`src/rtl/dsp38_mac_sequencer_pkg.sv`:
```
`default_nettype none
// ============================================================================
// Package : dsp38_seq_pkg
// Brief   : Shared types and constants for the DSP38 MAC sequencer.
// Rev     : 1.0  initial release
// ============================================================================
package dsp38_seq_pkg;

    localparam int A_W = 20;
    localparam int B_W = 18;
    localparam int Z_W = 38;

    localparam logic [2:0] FB_ZERO = 3'b001;
    localparam logic [2:0] FB_ACC  = 3'b000;

    typedef enum logic [1:0] {
        IDLE  = 2'd0,
        ACCUM = 2'd1,
        DRAIN = 2'd2,
        DONE  = 2'd3
    } state_t;

    typedef struct packed {
        logic [5:0] shift;
        logic       round;
        logic       saturate;
        logic       subtract;
        logic       unsigned_a;
        logic       unsigned_b;
    } job_cfg_t;

endpackage
`default_nettype wire

```
`src/rtl/dsp38_mac_sequencer_if.sv`:
```
`default_nettype none
// ============================================================================
// Interface : dsp38_mac_sequencer_if
// Brief     : Job, operand, DSP38 pin and result bundle of the MAC sequencer.
// Rev       : 1.0  initial release
// ============================================================================
interface dsp38_mac_sequencer_if #(
    parameter int LEN_W = 8
);
    import dsp38_seq_pkg::*;

    logic             start;
    logic [LEN_W-1:0] cfg_len;
    logic [5:0]       cfg_shift;
    logic             cfg_round;
    logic             cfg_saturate;
    logic             cfg_subtract;
    logic             cfg_unsigned_a;
    logic             cfg_unsigned_b;
    logic             busy;
    logic             cfg_err;

    logic [A_W-1:0]   op_a;
    logic [B_W-1:0]   op_b;
    logic             op_valid;
    logic             op_ready;

    logic [A_W-1:0]   dsp_a;
    logic [B_W-1:0]   dsp_b;
    logic             dsp_load_acc;
    logic [2:0]       dsp_feedback;
    logic [5:0]       dsp_shift_right;
    logic             dsp_round;
    logic             dsp_saturate;
    logic             dsp_subtract;
    logic             dsp_unsigned_a;
    logic             dsp_unsigned_b;
    logic             dsp_reset;
    logic [Z_W-1:0]   dsp_z;

    logic [Z_W-1:0]   res_data;
    logic             res_valid;
    logic             res_ready;

    modport master (
        output start, cfg_len, cfg_shift, cfg_round, cfg_saturate, cfg_subtract,
               cfg_unsigned_a, cfg_unsigned_b, op_a, op_b, op_valid, dsp_z, res_ready,
        input  busy, cfg_err, op_ready, dsp_a, dsp_b, dsp_load_acc, dsp_feedback,
               dsp_shift_right, dsp_round, dsp_saturate, dsp_subtract,
               dsp_unsigned_a, dsp_unsigned_b, dsp_reset, res_data, res_valid
    );

    modport slave (
        input  start, cfg_len, cfg_shift, cfg_round, cfg_saturate, cfg_subtract,
               cfg_unsigned_a, cfg_unsigned_b, op_a, op_b, op_valid, dsp_z, res_ready,
        output busy, cfg_err, op_ready, dsp_a, dsp_b, dsp_load_acc, dsp_feedback,
               dsp_shift_right, dsp_round, dsp_saturate, dsp_subtract,
               dsp_unsigned_a, dsp_unsigned_b, dsp_reset, res_data, res_valid
    );

endinterface
`default_nettype wire

```
`src/rtl/dsp38_mac_sequencer_cfg_reg.sv`:
```
`default_nettype none
// ============================================================================
// Module : dsp38_seq_cfg_reg
// Brief  : Holds the accepted job configuration on the static DSP38 pins.
// Rev    : 1.0  initial release
// ============================================================================
module dsp38_seq_cfg_reg
    import dsp38_seq_pkg::*;
(
    input  wire logic     clk,
    input  wire logic     rst,
    input  wire logic     i_load,
    input  wire job_cfg_t i_cfg,
    output job_cfg_t      o_cfg
);

    job_cfg_t r_cfg;

    always_ff @(posedge clk) begin
        if (rst) begin
            r_cfg <= '0;
        end else if (i_load) begin
            r_cfg <= i_cfg;
        end
    end

    assign o_cfg = r_cfg;

endmodule
`default_nettype wire

```
`src/rtl/dsp38_mac_sequencer.sv`:
```
`default_nettype none
// ============================================================================
// Module : dsp38_mac_sequencer
// Brief  : Feeds one DSP38 MAC job and returns the accumulated Z.
// Rev    : 1.0  initial release
// ============================================================================
module dsp38_mac_sequencer
    import dsp38_seq_pkg::*;
#(
    parameter int LEN_W       = 8,
    parameter int DSP_LATENCY = 2
) (
    input wire logic             CLK,
    input wire logic             RESET,
    dsp38_mac_sequencer_if.slave bus
);

    localparam int c_DCNT_W = $clog2(DSP_LATENCY + 1);

    state_t              r_state;
    logic [LEN_W-1:0]    r_cnt;
    logic [c_DCNT_W-1:0] r_dcnt;
    logic                r_first;
    logic                r_busy;
    logic                r_op_ready;
    logic                r_cfg_err;
    logic [A_W-1:0]      r_dsp_a;
    logic [B_W-1:0]      r_dsp_b;
    logic                r_load_acc;
    logic [2:0]          r_feedback;
    logic                r_rst_d1;
    logic                r_dsp_reset;
    logic [Z_W-1:0]      r_res_data;
    logic                r_res_valid;

    logic                w_start_ok;
    job_cfg_t            w_cfg_in;
    job_cfg_t            w_cfg_q;

    assign w_start_ok = (r_state == IDLE) && bus.start && (bus.cfg_len != '0);
    assign w_cfg_in   = {bus.cfg_shift, bus.cfg_round, bus.cfg_saturate,
                         bus.cfg_subtract, bus.cfg_unsigned_a, bus.cfg_unsigned_b};

    dsp38_seq_cfg_reg u_cfg_reg (
        .clk    (CLK),
        .rst    (RESET),
        .i_load (w_start_ok),
        .i_cfg  (w_cfg_in),
        .o_cfg  (w_cfg_q)
    );

    always_ff @(posedge CLK) begin
        // DSP reset is stretched one cycle beyond the fabric reset.
        r_rst_d1    <= RESET;
        r_dsp_reset <= RESET | r_rst_d1;
        if (RESET) begin
            r_state     <= IDLE;
            r_cnt       <= '0;
            r_dcnt      <= '0;
            r_first     <= 1'b0;
            r_busy      <= 1'b0;
            r_op_ready  <= 1'b0;
            r_cfg_err   <= 1'b0;
            r_dsp_a     <= '0;
            r_dsp_b     <= '0;
            r_load_acc  <= 1'b0;
            r_feedback  <= FB_ACC;
            r_res_data  <= '0;
            r_res_valid <= 1'b0;
        end else begin
            r_cfg_err  <= 1'b0;
            r_load_acc <= 1'b0;
            r_dsp_a    <= '0;
            r_dsp_b    <= '0;
            r_feedback <= FB_ACC;
            case (r_state)
                IDLE: begin
                    if (bus.start) begin
                        if (bus.cfg_len == '0) begin
                            r_cfg_err <= 1'b1;
                        end else begin
                            r_cnt      <= bus.cfg_len;
                            r_first    <= 1'b1;
                            r_busy     <= 1'b1;
                            r_op_ready <= 1'b1;
                            r_state    <= ACCUM;
                        end
                    end
                end
                ACCUM: begin
                    if (bus.op_valid) begin
                        r_dsp_a    <= bus.op_a;
                        r_dsp_b    <= bus.op_b;
                        r_load_acc <= 1'b1;
                        r_feedback <= r_first ? FB_ZERO : FB_ACC;
                        r_first    <= 1'b0;
                        r_cnt      <= r_cnt - LEN_W'(1);
                        if (r_cnt == LEN_W'(1)) begin
                            r_op_ready <= 1'b0;
                            r_dcnt     <= c_DCNT_W'(DSP_LATENCY);
                            r_state    <= DRAIN;
                        end
                    end
                end
                DRAIN: begin
                    // Pin register plus the DSP's two internal stages before Z settles.
                    if (r_dcnt == '0) begin
                        r_res_data  <= bus.dsp_z;
                        r_res_valid <= 1'b1;
                        r_state     <= DONE;
                    end else begin
                        r_dcnt <= r_dcnt - c_DCNT_W'(1);
                    end
                end
                DONE: begin
                    if (bus.res_ready) begin
                        r_res_valid <= 1'b0;
                        r_busy      <= 1'b0;
                        r_state     <= IDLE;
                    end
                end
                default: r_state <= IDLE;
            endcase
        end
    end

    assign bus.busy            = r_busy;
    assign bus.cfg_err         = r_cfg_err;
    assign bus.op_ready        = r_op_ready;
    assign bus.dsp_a           = r_dsp_a;
    assign bus.dsp_b           = r_dsp_b;
    assign bus.dsp_load_acc    = r_load_acc;
    assign bus.dsp_feedback    = r_feedback;
    assign bus.dsp_shift_right = w_cfg_q.shift;
    assign bus.dsp_round       = w_cfg_q.round;
    assign bus.dsp_saturate    = w_cfg_q.saturate;
    assign bus.dsp_subtract    = w_cfg_q.subtract;
    assign bus.dsp_unsigned_a  = w_cfg_q.unsigned_a;
    assign bus.dsp_unsigned_b  = w_cfg_q.unsigned_b;
    assign bus.dsp_reset       = r_dsp_reset;
    assign bus.res_data        = r_res_data;
    assign bus.res_valid       = r_res_valid;

endmodule
`default_nettype wire

```
`src/flat_wrapper.sv`:
```
// flat-port wrapper written by rule: the top's interface ports become plain ports
module dsp38_mac_sequencer_flat import dsp38_seq_pkg::*;
#(
    parameter int LEN_W       = 8,
    parameter int DSP_LATENCY = 2
)
  (CLK, RESET, bus_start, bus_cfg_len, bus_cfg_shift, bus_cfg_round, bus_cfg_saturate, bus_cfg_subtract, bus_cfg_unsigned_a, bus_cfg_unsigned_b, bus_op_a, bus_op_b, bus_op_valid, bus_dsp_z, bus_res_ready, bus_busy, bus_cfg_err, bus_op_ready, bus_dsp_a, bus_dsp_b, bus_dsp_load_acc, bus_dsp_feedback, bus_dsp_shift_right, bus_dsp_round, bus_dsp_saturate, bus_dsp_subtract, bus_dsp_unsigned_a, bus_dsp_unsigned_b, bus_dsp_reset, bus_res_data, bus_res_valid);
  dsp38_mac_sequencer_if #(.LEN_W(LEN_W)) bus_i ();
  input wire logic CLK;
  input wire logic RESET;
  input wire logic [$bits(bus_i.start)-1:0] bus_start;
  input wire logic [$bits(bus_i.cfg_len)-1:0] bus_cfg_len;
  input wire logic [$bits(bus_i.cfg_shift)-1:0] bus_cfg_shift;
  input wire logic [$bits(bus_i.cfg_round)-1:0] bus_cfg_round;
  input wire logic [$bits(bus_i.cfg_saturate)-1:0] bus_cfg_saturate;
  input wire logic [$bits(bus_i.cfg_subtract)-1:0] bus_cfg_subtract;
  input wire logic [$bits(bus_i.cfg_unsigned_a)-1:0] bus_cfg_unsigned_a;
  input wire logic [$bits(bus_i.cfg_unsigned_b)-1:0] bus_cfg_unsigned_b;
  input wire logic [$bits(bus_i.op_a)-1:0] bus_op_a;
  input wire logic [$bits(bus_i.op_b)-1:0] bus_op_b;
  input wire logic [$bits(bus_i.op_valid)-1:0] bus_op_valid;
  input wire logic [$bits(bus_i.dsp_z)-1:0] bus_dsp_z;
  input wire logic [$bits(bus_i.res_ready)-1:0] bus_res_ready;
  output wire logic [$bits(bus_i.busy)-1:0] bus_busy;
  output wire logic [$bits(bus_i.cfg_err)-1:0] bus_cfg_err;
  output wire logic [$bits(bus_i.op_ready)-1:0] bus_op_ready;
  output wire logic [$bits(bus_i.dsp_a)-1:0] bus_dsp_a;
  output wire logic [$bits(bus_i.dsp_b)-1:0] bus_dsp_b;
  output wire logic [$bits(bus_i.dsp_load_acc)-1:0] bus_dsp_load_acc;
  output wire logic [$bits(bus_i.dsp_feedback)-1:0] bus_dsp_feedback;
  output wire logic [$bits(bus_i.dsp_shift_right)-1:0] bus_dsp_shift_right;
  output wire logic [$bits(bus_i.dsp_round)-1:0] bus_dsp_round;
  output wire logic [$bits(bus_i.dsp_saturate)-1:0] bus_dsp_saturate;
  output wire logic [$bits(bus_i.dsp_subtract)-1:0] bus_dsp_subtract;
  output wire logic [$bits(bus_i.dsp_unsigned_a)-1:0] bus_dsp_unsigned_a;
  output wire logic [$bits(bus_i.dsp_unsigned_b)-1:0] bus_dsp_unsigned_b;
  output wire logic [$bits(bus_i.dsp_reset)-1:0] bus_dsp_reset;
  output wire logic [$bits(bus_i.res_data)-1:0] bus_res_data;
  output wire logic [$bits(bus_i.res_valid)-1:0] bus_res_valid;
  assign bus_i.start = bus_start;
  assign bus_i.cfg_len = bus_cfg_len;
  assign bus_i.cfg_shift = bus_cfg_shift;
  assign bus_i.cfg_round = bus_cfg_round;
  assign bus_i.cfg_saturate = bus_cfg_saturate;
  assign bus_i.cfg_subtract = bus_cfg_subtract;
  assign bus_i.cfg_unsigned_a = bus_cfg_unsigned_a;
  assign bus_i.cfg_unsigned_b = bus_cfg_unsigned_b;
  assign bus_i.op_a = bus_op_a;
  assign bus_i.op_b = bus_op_b;
  assign bus_i.op_valid = bus_op_valid;
  assign bus_i.dsp_z = bus_dsp_z;
  assign bus_i.res_ready = bus_res_ready;
  assign bus_busy = bus_i.busy;
  assign bus_cfg_err = bus_i.cfg_err;
  assign bus_op_ready = bus_i.op_ready;
  assign bus_dsp_a = bus_i.dsp_a;
  assign bus_dsp_b = bus_i.dsp_b;
  assign bus_dsp_load_acc = bus_i.dsp_load_acc;
  assign bus_dsp_feedback = bus_i.dsp_feedback;
  assign bus_dsp_shift_right = bus_i.dsp_shift_right;
  assign bus_dsp_round = bus_i.dsp_round;
  assign bus_dsp_saturate = bus_i.dsp_saturate;
  assign bus_dsp_subtract = bus_i.dsp_subtract;
  assign bus_dsp_unsigned_a = bus_i.dsp_unsigned_a;
  assign bus_dsp_unsigned_b = bus_i.dsp_unsigned_b;
  assign bus_dsp_reset = bus_i.dsp_reset;
  assign bus_res_data = bus_i.res_data;
  assign bus_res_valid = bus_i.res_valid;
  dsp38_mac_sequencer #(.LEN_W(LEN_W), .DSP_LATENCY(DSP_LATENCY)) u_core (.CLK(CLK), .RESET(RESET), .bus(bus_i));
endmodule
```
`config.mk`:
```
export PLATFORM = sky130hd
export DESIGN_NAME = dsp38_mac_sequencer_flat
export DESIGN_NICKNAME = d
export VERILOG_FILES = /design/src/rtl/dsp38_mac_sequencer_pkg.sv /design/src/rtl/dsp38_mac_sequencer_if.sv /design/src/rtl/dsp38_mac_sequencer_cfg_reg.sv /design/src/rtl/dsp38_mac_sequencer.sv /design/src/flat_wrapper.sv
export SDC_FILE = /design/constraint.sdc
export NUM_CORES = 1
export LEC_CHECK = 0
export CORE_UTILIZATION = 32
export DETAILED_ROUTE_END_ITERATION = 10
export PLACE_DENSITY = 0.75
export SLEW_MARGIN = 20
export SYNTH_ARGS = -nofsm -noshare
export SYNTH_HDL_FRONTEND = slang
export SYNTH_HIERARCHICAL = 1
export SYNTH_SLANG_ARGS = --single-unit
```
`constraint.sdc`:
```
create_clock -name CLK -period 2.7 [get_ports CLK]
set_input_delay 0.405 -clock CLK [delete_from_list [all_inputs] [get_ports CLK]]
set_output_delay 0.405 -clock CLK [all_outputs]
set_load 0.005 [all_outputs]
```
==> Word level (Yosys, flattened, before mapping) <==
Cells that the tools add are included.
{ "totals": {"reg_bits": 110, "inputBits": 100, "output_inout_bits": 96, "elab_cells": 86} }
{ "op_classes": {"addsub": 2, "n_eq_ne": 11, "muxes": 27, "n_bitwise": 5, "reduce_logical": 20} }
{ "op_table": {"columns": ["cell", "count"], "rows": [
  ["$mux 8", 3],
  ["$pmux 8 s2", 1],
  ["$mux 2", 7],
  ["$reduce_and 4->1", 3],
  ["$mux 1", 10],
  ["$ne 2x2->1 const B", 5],
  ["$eq 8x1->1 const B", 1],
  ["$logic_not 8->1", 1],
  ["$pmux 1 s2", 4],
  ["$pmux 2 s4", 1],
  ["$reduce_bool 2->1", 4],
  ["$reduce_bool 8->1", 1],
  ["$sub 8x1->8 const B", 1],
  ["$reduce_and 6->1", 1],
  ["$reduce_or 3->1", 2],
  ["$reduce_and 5->1", 1],
  ["$eq 2x2->1 const B", 2],
  ["$logic_not 2->1", 2],
  ["$ne 2x1->1 const B", 2],
  ["$not 1->1", 4],
  ["$pmux 2 s2", 1],
  ["$reduce_and 3->1", 1],
  ["$eq 2x1->1 const B", 1],
  ["$logic_and 1x1->1", 2],
  ["other kinds (4)", 4]
]} }

==> Longest topological paths before layout <==
Gate-level depths: netlist of the first run.
{ "logic_depth": {"depth_word": 4, "ltp_mapped": 8, "ltp_nobuf": 6} }

==> Hierarchy <==
Netlist of the first run, hierarchy kept.
{ "modules_own_cells": {"columns": ["mod", "n_inst", "cells_each", "area_per_inst_um2", "seq_area_each_um2"], "rows": [
  ["dsp38_mac_sequencer", 1, 394, 3599.7, 1941.9],
  ["dsp38_seq_cfg_reg", 1, 35, 386.6, 220.2]
]} }

==> Least setup slack after synthesis of the first run <==
Ideal clock, no wire load.
{ "synth_path": {"path_type": "input -> register", "start": "input bus_cfg_len[6]", "end": "register u_core.u_cfg_reg.r_cfg, in the netlist u_core/u_cfg_reg/o_cfg[0]", "setup_ns": 0.128, "arrival_ns": 1.712, "required_time_ns": 2.572, "path_slack_ns": 0.861, "stages": 6, "path_buffers": 1, "path_cell_list": "or4_1 > o21ai_2 > nor2_1 > buf_6 > mux2i_1 > nor2_1"} }
{ "synth_between": {"elab_chain_len": 2} }
{ "synth_lines": {"columns": ["item", "line_no", "source"], "rows": [
  ["from (decl)", "flat_wrapper.sv:12", "input wire logic [$bits(bus_i.cfg_len)-1:0] bus_cfg_len;"],
  ["$reduce_bool 8->1", "dsp38_mac_sequencer.sv:40", "assign w_start_ok = (r_state == IDLE) && bus.start && (bus.cfg_len != '0);"],
  ["$logic_and 1x1->1", "dsp38_mac_sequencer.sv:40", null],
  ["net u_core.w_start_ok", "dsp38_mac_sequencer.sv:36", "logic w_start_ok;"],
  ["to (signal assigned)", "dsp38_mac_sequencer_cfg_reg.sv:23", "r_cfg <= i_cfg;"],
  ["to (decl)", "dsp38_mac_sequencer_cfg_reg.sv:17", "job_cfg_t r_cfg;"]
]} }
The timed path passes the listed nets, and every way through them passes these cells.
A chain may end at the register's enable or synchronous reset.

==> Worst setup path after layout of the first run <==
{ "layout_path": {"start": "register u_core.r_state[0]", "end": "register u_core.r_cnt[0]"} }
{ "layout_between": {"elab_chain_len": 3, "word_cells_on_any_way": 8, "cone_classes": "4 x eq/ne; 1 x mux; 3 x reduce/logical"} }
{ "layout_lines": {"columns": ["item", "line_no", "source"], "rows": [
  ["from (decl)", "dsp38_mac_sequencer.sv:20", "state_t r_state;"],
  ["from (signal assigned)", "dsp38_mac_sequencer.sv:57", "r_state <= IDLE;"],
  ["from (signal assigned)", "dsp38_mac_sequencer.sv:86", "r_state <= ACCUM;"],
  ["from (signal assigned)", "dsp38_mac_sequencer.sv:101", "r_state <= DRAIN;"],
  ["$eq 2x1->1 or $logic_not 2->1 (tied branches)", "dsp38_mac_sequencer.sv:76", "case (r_state)"],
  ["$ne 2x2->1 (no line) or $reduce_bool 2->1 (tied branches)", null, null],
  ["$reduce_and 4->1 (no line)", null, null],
  ["to (signal assigned)", "dsp38_mac_sequencer.sv:82", "r_cnt <= bus.cfg_len;"],
  ["to (signal assigned)", "dsp38_mac_sequencer.sv:97", "r_cnt <= r_cnt - LEN_W'(1);"],
  ["to (decl)", "dsp38_mac_sequencer.sv:21", "logic [LEN_W-1:0] r_cnt;"]
]} }
Several ways; a longest one is shown, not always the timed one.

==> summary.txt, run 1 <==
Power
  • LEAKAGE: 2.30 nW
  • Reg power frac: 0.396
  • Total power: 5.14 mW
  • Clock power frac: 0.244
  • NetSw: 1.65 mW
  • Sw Ratio: 0.322
  • Internal: 3.48 mW
  • Peak supply drop: 0.398 mV
  • Pwr dens: 811 nW/um2
  • Gate power share: 0.360

STA
  • Tcrit/Tclk final: 0.722
  • # setup viols final: 0
  • Setup ws final: 0.752 ns
  • Final hold vios: 0
  • Final setup TNS: 0 ns
  • Fin. max-slew vios: 0
  • RSZ-0062 raised after global routing: no
  • Setup Skew: 0.00470 ns
  • Max Fclk: 0.513 GHz
  • Least-Margin Pin Slew: 0.753 ns
  • Slew HR: 0.498
  • Final min period: 1.95 ns

CTS
  • Clk sinks: 108
  • H-Tree Depth: 3
  • CTS tree: built
  • Post-CTS Setup Bufs: 0
  • Clock Latency Late Sink: 0.34 ns
  • Post-CTS Hold Buffers: 0
  • Clk buf depth: 2
  • PostCTS Resize Cnt: 0
  • Cts bufs inserted: 9
  • CTS root buf: clkbuf_16
  • Clock slew at reported path FFs: 0.07 ns

Cells and area
  • Ant. Diodes: 0
  • Layout Nets: 721
  • Share of layout cells above drive strength 1: 0.0614
  • P&R area growth vs syn: 58.9%
  • Post-route cell area: 6330 um2
  • Post-route insts no fill: 787

Placed design
  • Placed insts: 771
  • Port Buf Inserts: 193
  • Final HPWL DP: 7390 um
  • Placed Area: 6040 um2
  • Pre-CTS setup slack: 0.140 ns
  • GP Congestion: 0.823

Detailed routing
  • Routed wire length: 10200 um
  • Antenna Violating Nets Remaining: 0
  • Initial DRT Pass Iterations: 4
  • Routed WL per cell: 12.9 um
  • Drc violations: 0
  • Initial DRC Count: 232
  • Via count: 3540
  • Vias/cell: 4.50

Setup path
  • Buf/Inv on CP: 3
  • Critical path depth: 8
  • Critical path's largest stage delay: 0.48 ns
  • Worst setup SP type: register
  • CP max FO: 14
  • CP Capture Type: register
  • Crit path max-delay family: buffers and inverters
  • Kind of critical path: register to register
  • Most frequent CP cell: buf_4
  • Critical Path RT: 2.95 ns
  • Length in cells of the worst reg-to-reg path: 8
  • Cells along the critical path: inv_1 -> ha_1 -> buf_4 -> mux2_2 -> o311ai_2 -> buf_4 -> or4_1 -> o31ai_1
  • Slowest cell on the critical path: or4_1
  • Arr. time, crit path: 2.20 ns

Global routing
  • Global route overflow: 0
  • Vias in the first global route: 3471
  • First-pass GRT wire length: 16200 um
  • Routing usage on met1: 0.176
  • Busiest grt layer: met2
  • Met3 usage: 0.0553
  • Initial antenna violation count: 0
  • Largest net degree at the start of global routing: 45
  • GRT Overall Usage: 0.159
  • Grt met2 use: 0.274

Die
  • Row count: 40
  • Initial Util: 0.330
  • Die area: 12900 um2
  • Die extent in y: 114 um
  • I/O Pins: 196
  • Core Area: 12100 um2
  • Die Span X: 114 um

Synth
  • Register area share after synthesis: 0.542
  • Syn Area/Cell: 9.29 um2
  • Post-synth ARST share: 0
  • Ys flop type: dfxtp_1
  • Yosys warns: 6
  • Register bit total from synthesis: 108
  • Distinct cell type count after synthesis: 40
  • Mapped Cells: 429
  • Number of synthesized flops with an enable pin: 0
  • Mapped cell area: 3990 um2

Job
  • Max_cap viols: 0

Min path
  • WHS Path Cells: 1
  • HP Class: register to register

Run status
  • Run status: finished clean
[synth_stat cells (2+ instances only)]
cell | count | area [um2]
dfxtp_1 | 108 | 2160
nand2_1 | 86 | 323
a21oi_1 | 52 | 260
and2_1 | 42 | 263
clkbuf_1 | 17 | 63.8
mux2i_1 | 16 | 160
nor2_1 | 16 | 60.1
inv_1 | 11 | 41.3
nand2b_1 | 8 | 50.1
nor2b_1 | 8 | 50.1
ha_1 | 7 | 87.6
a31oi_1 | 6 | 37.5
buf_4 | 6 | 45.0
o21ai_0 | 5 | 25.0
o32ai_1 | 5 | 43.8
buf_1 | 3 | 11.3
buf_6 | 3 | 33.8
nor3_1 | 3 | 15.0
nand3_1 | 2 | 10.0
o31ai_1 | 2 | 15.0
or3_1 | 2 | 12.5
or4_1 | 2 | 15.0
or4_4 | 2 | 22.5
[path summary, 6_finish.rpt]
check,from,end,slack (ns)
min,u_core/r_rst_d1,u_core/bus.dsp_reset,0.41
min reg2reg,u_core/r_rst_d1,u_core/bus.dsp_reset,0.41
max reg2reg,u_core/r_state[0],u_core/r_cnt[0],0.75
max,u_core/r_state[0],u_core/r_cnt[0],0.75
[metal layers]
layer	up-vias	part of all wire
met2	152	0.48
li1	1783	-
met4	0	0.013
met3	11	0.097
met1	1594	0.41
met5	-	0
[power by group through the flow]
stage | Combinational (mW) | Sequential, mW | Clock (mW)
floorplan | 1.12 | 2.06 | 0
detailed placement | 1.86 | 2.07 | 0
global placement | 1.81 | 2.06 | 0
CTS | 1.86 | 2.03 | 1.31
finish | 1.85 | 2.03 | 1.25
global route | 2.04 | 2.08 | 1.37
[through the flow]
stage / utilization / hold slack [ns]
4_1_cts: 0.525 / 0.409
3_5_place_dp: 0.501 / 0.392
2_1_floorplan: - / 0.389
6_report: 0.525 / 0.409
5_1_grt: 0.525 / 0.433
3_3_place_gp: 0.501 / 0.393
[registers in the layout (all words and copies together), names as in the netlist]
register                 cells
u_core/bus.dsp_b            18
u_core/bus.res_data         38
u_core/bus.op_ready          1
u_core/bus.dsp_feedback      1
u_core/r_state               2
u_core/bus.res_valid         1
u_core/bus.dsp_reset         1
u_core/bus.busy              1
u_core/r_rst_d1              1
u_core/r_cnt                 8
u_core/bus.dsp_load_acc      1
u_core/r_first               1
u_core/bus.dsp_a            20
u_core/bus.cfg_err           1
u_core/r_dcnt                2
u_core/u_cfg_reg/o_cfg      11
[area by class of cell]
type / instances / area, um2
fillers: 1071 / 5730
flip-flops and latches: 108 / 2160
repair buffers: 202 / 1990
multi-input cells: 282 / 1640
clock buffers: 11 / 253
well taps: 168 / 210
inverters: 11 / 41.3
clock inverters: 5 / 36.3
[worst register-to-register path, stage by stage (launching register included)]
cell	delay, ns
dfxtp_1	0.33
inv_1	0.12
ha_1	0.18
buf_4	0.20
mux2_2	0.19
o311ai_2	0.09
buf_4	0.19
or4_1	0.48
o31ai_1	0.08
[layout by cell type, fill, tap and decap left out, drive strengths merged]
cell type	n
conb	2
a211oi	2
o211ai	2
or4b	1
or4	4
a31oi	6
o21a	1
nand3	2
or3	2
o21ai	6
nor2	16
o41a	1
clkdlybuf4s50	192
nand2	86
nand2b	8
a2111oi	1
nor3	3
mux2i	16
nor2b	8
o31ai	2
or2	1
o32ai	5
buf	10
o221ai	1
ha	7
and2	42
nor4	2
clkbuf	11
a21oi	52
clkinv	2
o311ai	1
o41ai	1
inv	11
mux2	1
dfxtp	108
clkinvlp	3
[cells by family after synthesis]
group	synth area share
AOI/OAI and AO/OA	0.128
adders and majority gates	0.0220
buffers and inverters	0.0490
DFF	0.542
muxes	0.0430
other	0.000941
and+or+nand+nor	0.215
Power figures use the tool's default switching activity.
==> run 2, diff against run 1 <==
--- a/config.mk
+++ b/config.mk
@@ -7,7 +7,7 @@
 export LEC_CHECK = 0
 export CORE_UTILIZATION = 32
 export DETAILED_ROUTE_END_ITERATION = 10
-export PLACE_DENSITY = 0.75
+export PLACE_DENSITY = 0.77
 export SLEW_MARGIN = 20
 export SYNTH_ARGS = -nofsm -noshare
 export SYNTH_HDL_FRONTEND = slang
==> constraint.sdc (replaced) <==
create_clock -name CLK -period 1.6 [get_ports CLK]
set_input_delay 0.24 -clock CLK [delete_from_list [all_inputs] [get_ports CLK]]
set_output_delay 0.24 -clock CLK [all_outputs]
set_load 0.005 [all_outputs]
==> summary.txt, run 2 (synthesis gave the netlist of run 1 again) <==
Cells and area
  • Fill cells: 1033 (-3.5%)
  • Commonest non-fill, non-tap cells in the layout: clkdlybuf4s50_1 (184), dfxtp_1 (107), nand2_1 (86)
  • Ant. Diodes: 0 (unchanged)
  • Most common cell after layout, fill and taps aside: clkdlybuf4s50_1
  • Post-route cell area: 6680 um2 (+5.5%)
  • P&R area growth vs syn: 67.6%
  • Layout Nets: 739 (+2.5%)
  • Max reg flops: 38 (unchanged)
  • Post-route insts no fill: 805 (+2.3%)
  • Share of layout cells above drive strength 1: 0.115 (+0.0532)
  • Area of the multi-input gates: 1760 um2 (+7.6%)
  • Sequential Area: 2160 um2 (about the same)

STA
  • Setup ws final: -0.180 ns (-0.931 ns)
  • # setup viols final: 13 (+13)
  • Final min period: 1.78 ns (-0.169 ns)
  • Fin. max-slew vios: 0 (unchanged)
  • Final setup TNS: -1.24 ns (-1.24 ns)
  • Max Fclk: 0.562 GHz (+9.5%)
  • Final hold vios: 0 (unchanged)
  • RSZ-0062 raised after global routing: yes
  • Tcrit/Tclk final: 1.11 (+0.391)
  • Hold slack: 0.326 ns (-0.0832 ns)
  • Setup Skew: 0.00720 ns (+0.00250 ns)

Placed design
  • Placed Area: 6250 um2 (+3.5%)
  • GP Congestion: 0.794 (-3.5%)
  • Final HPWL DP: 7950 um (+7.6%)
  • Port Buf Inserts: 193 (unchanged)
  • Placed insts: 785 (+1.8%)

Power
  • LEAKAGE: 2.47 nW (+7.4%)
  • Pwr dens: 1450 nW/um2 (+78%)
  • Peak supply drop: 0.622 mV (+56%)

Run status
  • Failing checks: setup timing
  • Run status: complete, but fails checks

Die
  • Core Area: 12100 um2 (unchanged)
  • Row count: 40 (unchanged)
  • Initial Util: 0.330 (unchanged)
  • Die area: 12900 um2 (unchanged)
  • Die extent in y: 114 um (unchanged)
  • Die Span X: 114 um (unchanged)
  • I/O Pins: 196 (unchanged)

CTS
  • Clk buf depth: 2 (unchanged)
  • Clk sinks: 108 (unchanged)
  • H-Tree Depth: 3 (unchanged)
  • CTS tree: built
  • Clock Latency Late Sink: 0.34 ns (about the same)
  • Clock slew at reported path FFs: 0.07 ns (about the same)
  • CTS root buf: clkbuf_16
  • Cts bufs inserted: 9 (unchanged)
  • Post-CTS Hold Buffers: 0 (unchanged)

Detailed routing
  • Drc violations: 0 (unchanged)
  • Via count: 3708 (+4.7%)
  • Routed WL per cell: 13.4 um (+3.7%)
  • Initial DRC Count: 205 (-12%)
  • Vias/cell: 4.61 (+2.4%)
  • Antenna Violating Nets Remaining: 0 (unchanged)
  • Initial DRT Pass Iterations: 4 (unchanged)
  • Routed wire length: 10800 um (+6.1%)

Setup path
  • Critical Path RT: 1.81 ns (-1.14 ns)
  • Worst setup SP type: register
  • CP Capture Type: register
  • Kind of critical path: register to register
  • Crit path max-delay family: simple AND/OR/NAND/NOR gates
  • Arr. time, crit path: 1.99 ns (-0.21 ns)
  • Slowest cell on the critical path: or4_4
  • Buf/Inv on CP: 0 (-3)
  • CP max FO: 5 (-9)
  • Critical path's largest stage delay: 0.59 ns (+0.11 ns)
  • Cells along the critical path: or4_4 -> o41a_1 -> nor4_2 -> a211oi_2

Job
  • Max_cap viols: 0 (unchanged)

Global routing
  • Global route overflow: 0 (unchanged)
  • Largest net degree at the start of global routing: 45 (unchanged)
  • GRT Overall Usage: 0.166 (+0.00680)
  • Vias in the first global route: 3612 (+4.1%)
  • First-pass GRT wire length: 16900 um (+4.4%)
  • Initial antenna violation count: 0 (unchanged)

Min path
  • HP Class: input pin to register
run 2: worst paths after layout:
| check | startpoint | end | slack, ns | depth (start not counted) |
|---|---|---|---|---|
| setup / recovery | u_core/r_cnt[5] | u_core/r_state[0] | -0.18 | 4 |
| hold / removal | RESET | u_core/u_cfg_reg/o_cfg[7] | 0.33 | 2 |
| setup reg to reg | u_core/r_cnt[5] | u_core/r_state[0] | -0.18 | 4 |
| hold reg to reg | u_core/r_rst_d1 | u_core/bus.dsp_reset | 0.41 | 1 |
run 2: area by class of cell:
type | instances | area share
Clock buffer | 10 | 0.0358
Clock inverter | 6 | 0.00599
Multi-Input combinational cell | 282 | 0.264
Timing Repair Buffer | 220 | 0.333
Inverter | 11 | 0.00618
Sequential cell | 108 | 0.324
Tap cell | 168 | 0.0315
run 2: what timing repair did:
action                                  in CTS  in global routing
gates resized for setup                     17                 12
endpoints found under the setup margin      65                 57
buffers inserted                             4                  0
pin swaps                                   10                  3
run 2: where the power goes:
group / switching (mW) / internal (mW) / leakage (nW) / total [mW]
combinational: 1.92 / 2.26 / 1.46 / 4.18
sequential: 0.267 / 3.15 / 0.878 / 3.41
clock: 0.972 / 1.10 / 0.138 / 2.07
total: 3.16 / 6.50 / 2.47 / 9.66
run 2: per-layer routing:
metal	global-route usage	up-vias	wire length (um)
li1	-	1826	-
met1	0.180	1664	4300
met2	0.280	189	5130
met3	0.0648	29	1070
met4	0.0895	0	313
met5	0	-	0
run 2: stage by stage:
| step | total power, mW | util | setup slack [ns] |
|---|---|---|---|
| 2_1_floorplan | 5.42 | - | -0.159 |
| 6_report | 9.66 | 0.554 | -0.180 |
| 5_1_grt | 10.2 | 0.554 | -0.218 |
| 3_5_place_dp | 7.12 | 0.518 | -0.475 |
| 4_1_cts | 9.57 | 0.550 | -0.190 |
| 3_3_place_gp | 6.98 | 0.518 | -0.456 |
run 2: worst register-to-register path, delay by kind of cell, from the launching register on:
family | cells | cell delay (ns)
DFF | 1 | 0.32
and+or+nand+nor | 2 | 0.81
AOI/OAI and AO/OA | 2 | 0.53
==> run 3, diff against run 2 <==
--- a/config.mk
+++ b/config.mk
@@ -5,6 +5,7 @@
 export SDC_FILE = /design/constraint.sdc
 export NUM_CORES = 1
 export LEC_CHECK = 0
+export CORE_MARGIN = 10
 export CORE_UTILIZATION = 32
 export DETAILED_ROUTE_END_ITERATION = 10
 export PLACE_DENSITY = 0.77
==> summary.txt, run 3 (synthesis gave the netlist of run 1 again) <==
STA
  • Max Fclk: 0.574 GHz (+2.2%)
  • Tcrit/Tclk final: 1.09 (-0.0237)
  • Setup ws final: -0.142 ns (+0.0379 ns)
  • Final hold vios: 0 (unchanged)
  • Setup Skew: 0.00774 ns (+0.000539 ns)
  • Fin. max-slew vios: 0 (unchanged)
  • Final min period: 1.74 ns (-0.0379 ns)
  • # setup viols final: 10 (-3)
  • RSZ-0062 raised after global routing: yes
  • Final setup TNS: -0.694 ns (+0.550 ns)

CTS
  • Cts bufs inserted: 9 (unchanged)
  • Clk sinks: 108 (unchanged)
  • CTS root buf: clkbuf_16
  • CTS tree: built
  • Clk buf depth: 2 (unchanged)
  • H-Tree Depth: 3 (unchanged)
  • Clock slew at reported path FFs: 0.07 ns (about the same)
  • Post-CTS Hold Buffers: 0 (unchanged)
  • Clock Latency Late Sink: 0.34 ns (about the same)

Detailed routing
  • Initial DRT Pass Iterations: 4 (unchanged)
  • Vias/cell: 4.47 (-3.0%)
  • Initial DRC Count: 102 (-50%)
  • Via count: 3631 (-2.1%)
  • Antenna Violating Nets Remaining: 0 (unchanged)
  • Drc violations: 0 (unchanged)
  • Routed WL per cell: 15.3 um (+14%)
  • Routed wire length: 12400 um (+15%)

Setup path
  • Worst setup SP type: register
  • Critical Path RT: 1.83 ns (+0.02 ns)
  • CP Capture Type: register
  • CP max FO: 4 (-1)
  • Arr. time, crit path: 1.97 ns (-0.02 ns)
  • Kind of critical path: register to register

Power
  • Reg power frac: 0.337 (-0.016)
  • Pwr dens: 1490 nW/um2 (+2.9%)
  • Clock power frac: 0.233 (+0.019)
  • Peak supply drop: 0.684 mV (+9.9%)
  • Gate power share: 0.430 (-0.003)
  • NetSw: 3.26 mW (+3.3%)
  • LEAKAGE: 2.57 nW (+3.8%)
  • Sw Ratio: 0.321 (-0.00637)
  • Internal: 6.92 mW (+6.3%)

Job
  • Max_cap viols: 0 (unchanged)

Die
  • Initial Util: 0.329 (-0.00137)
  • I/O Pins: 196 (unchanged)
  • Die extent in y: 132 um (+16%)
  • Row count: 40 (unchanged)
  • Die Span X: 132 um (+16%)
  • Core Area: 12100 um2 (+0.41%)
  • Die area: 17300 um2 (+34%)

Cells and area
  • Fin util: 0.565 (+0.0108)
  • Layout Nets: 747 (+1.1%)
  • Post-route cell area: 6840 um2 (+2.4%)
  • Ant. Diodes: 0 (unchanged)
  • Max reg flops: 38 (unchanged)
  • Commonest non-fill, non-tap cells in the layout: clkdlybuf4s50_1 (183), dfxtp_1 (105), nand2_1 (85)
  • Share of layout cells above drive strength 1: 0.149 (+0.0342)
  • P&R area growth vs syn: 71.6%
  • Most common cell after layout, fill and taps aside: clkdlybuf4s50_1

Placed design
  • Placed Area: 6280 um2 (+0.48%)
  • Port Buf Inserts: 193 (unchanged)
  • Final HPWL DP: 9500 um (+20%)
  • GP Congestion: 0.822 (+3.5%)
  • Pre-CTS setup slack: -0.563 ns (-0.0879 ns)

Run status
  • Failing checks: setup timing
  • Run status: complete, but fails checks

Global routing
  • Largest net degree at the start of global routing: 42 (-6.7%)
  • First-pass GRT wire length: 20100 um (+19%)
  • Global route overflow: 0 (unchanged)
  • Vias in the first global route: 3977 (+10%)
  • GRT Overall Usage: 0.141 (-0.0251)
  • Initial antenna violation count: 0 (unchanged)

Min path
  • HP Class: input pin to register
run 3: cell types whose count changed in the layout (fill, tap and decap cells not counted), moves of 3 or more:
cell | previous run | this run
buf_4 | 18 | 23
dlygate4sd2_1 | 8 | 3
clkbuf_2 | 0 | 3
buf_6 | 0 | 5
run 3: routing by layer:
metal / share of wire / global-route usage / vias up / wire length (um)
met5: 0 / 0 / - / 0
met2: 0.49 / 0.237 / 150 / 6050
met4: 0.016 / 0.0593 / 0 / 201
met1: 0.40 / 0.150 / 1624 / 4960
met3: 0.099 / 0.0644 / 18 / 1230
li1: - / - / 1839 / -
run 3: power by group through the flow:
stage,clock network (mW),logic [mW],registers (mW)
floorplan,0,1.94,3.48
global placement,0,3.59,3.44
detailed placement,0,3.70,3.46
CTS,2.47,4.13,3.42
global route,2.58,4.76,3.49
finish,2.37,4.38,3.43
run 3: final timing paths:
path                            slack [ns]                    to             from  cells after the start
worst max-delay path                 -0.14   u_core/bus.op_ready  u_core/r_cnt[3]                      4
worst min-delay path                  0.26     u_core/r_state[0]            RESET                      2
worst max register to register       -0.14   u_core/bus.op_ready  u_core/r_cnt[3]                      4
worst min register to register        0.42  u_core/bus.dsp_reset  u_core/r_rst_d1                      1
run 3: area by class of cell:
type,instances,area [um2]
tap,168,210
sequential,108,2170
inverter,11,43.8
fill,1068,5270
clock inverter,7,100
multi-input combinational,282,1820
clock buffer,9,225
timing repair buffer,228,2280
run 3: repair_timing:
action,in CTS,in global routing
pin swaps,7,8
gates cloned,1,0
endpoints found under the setup margin,65,49
gates resized for setup,29,33
buffers inserted,6,4
run 3: metrics by stage:
step | std cells | power [mW] | hold slack, ns
floorplan | 430 | 5.42 | 0.268
detailed placement | 789 | 7.16 | 0.410
global route | 813 | 10.8 | 0.255
global placement | 789 | 7.04 | 0.393
finish | 813 | 10.2 | 0.259
CTS | 812 | 10.0 | 0.239
run 3: critical path: stages (launching register included):
cell and delay (ns):
dfxtp_2 0.32, or4_4 0.56, or4b_1 0.53, o21ai_1 0.14
a21oi_1 0.08
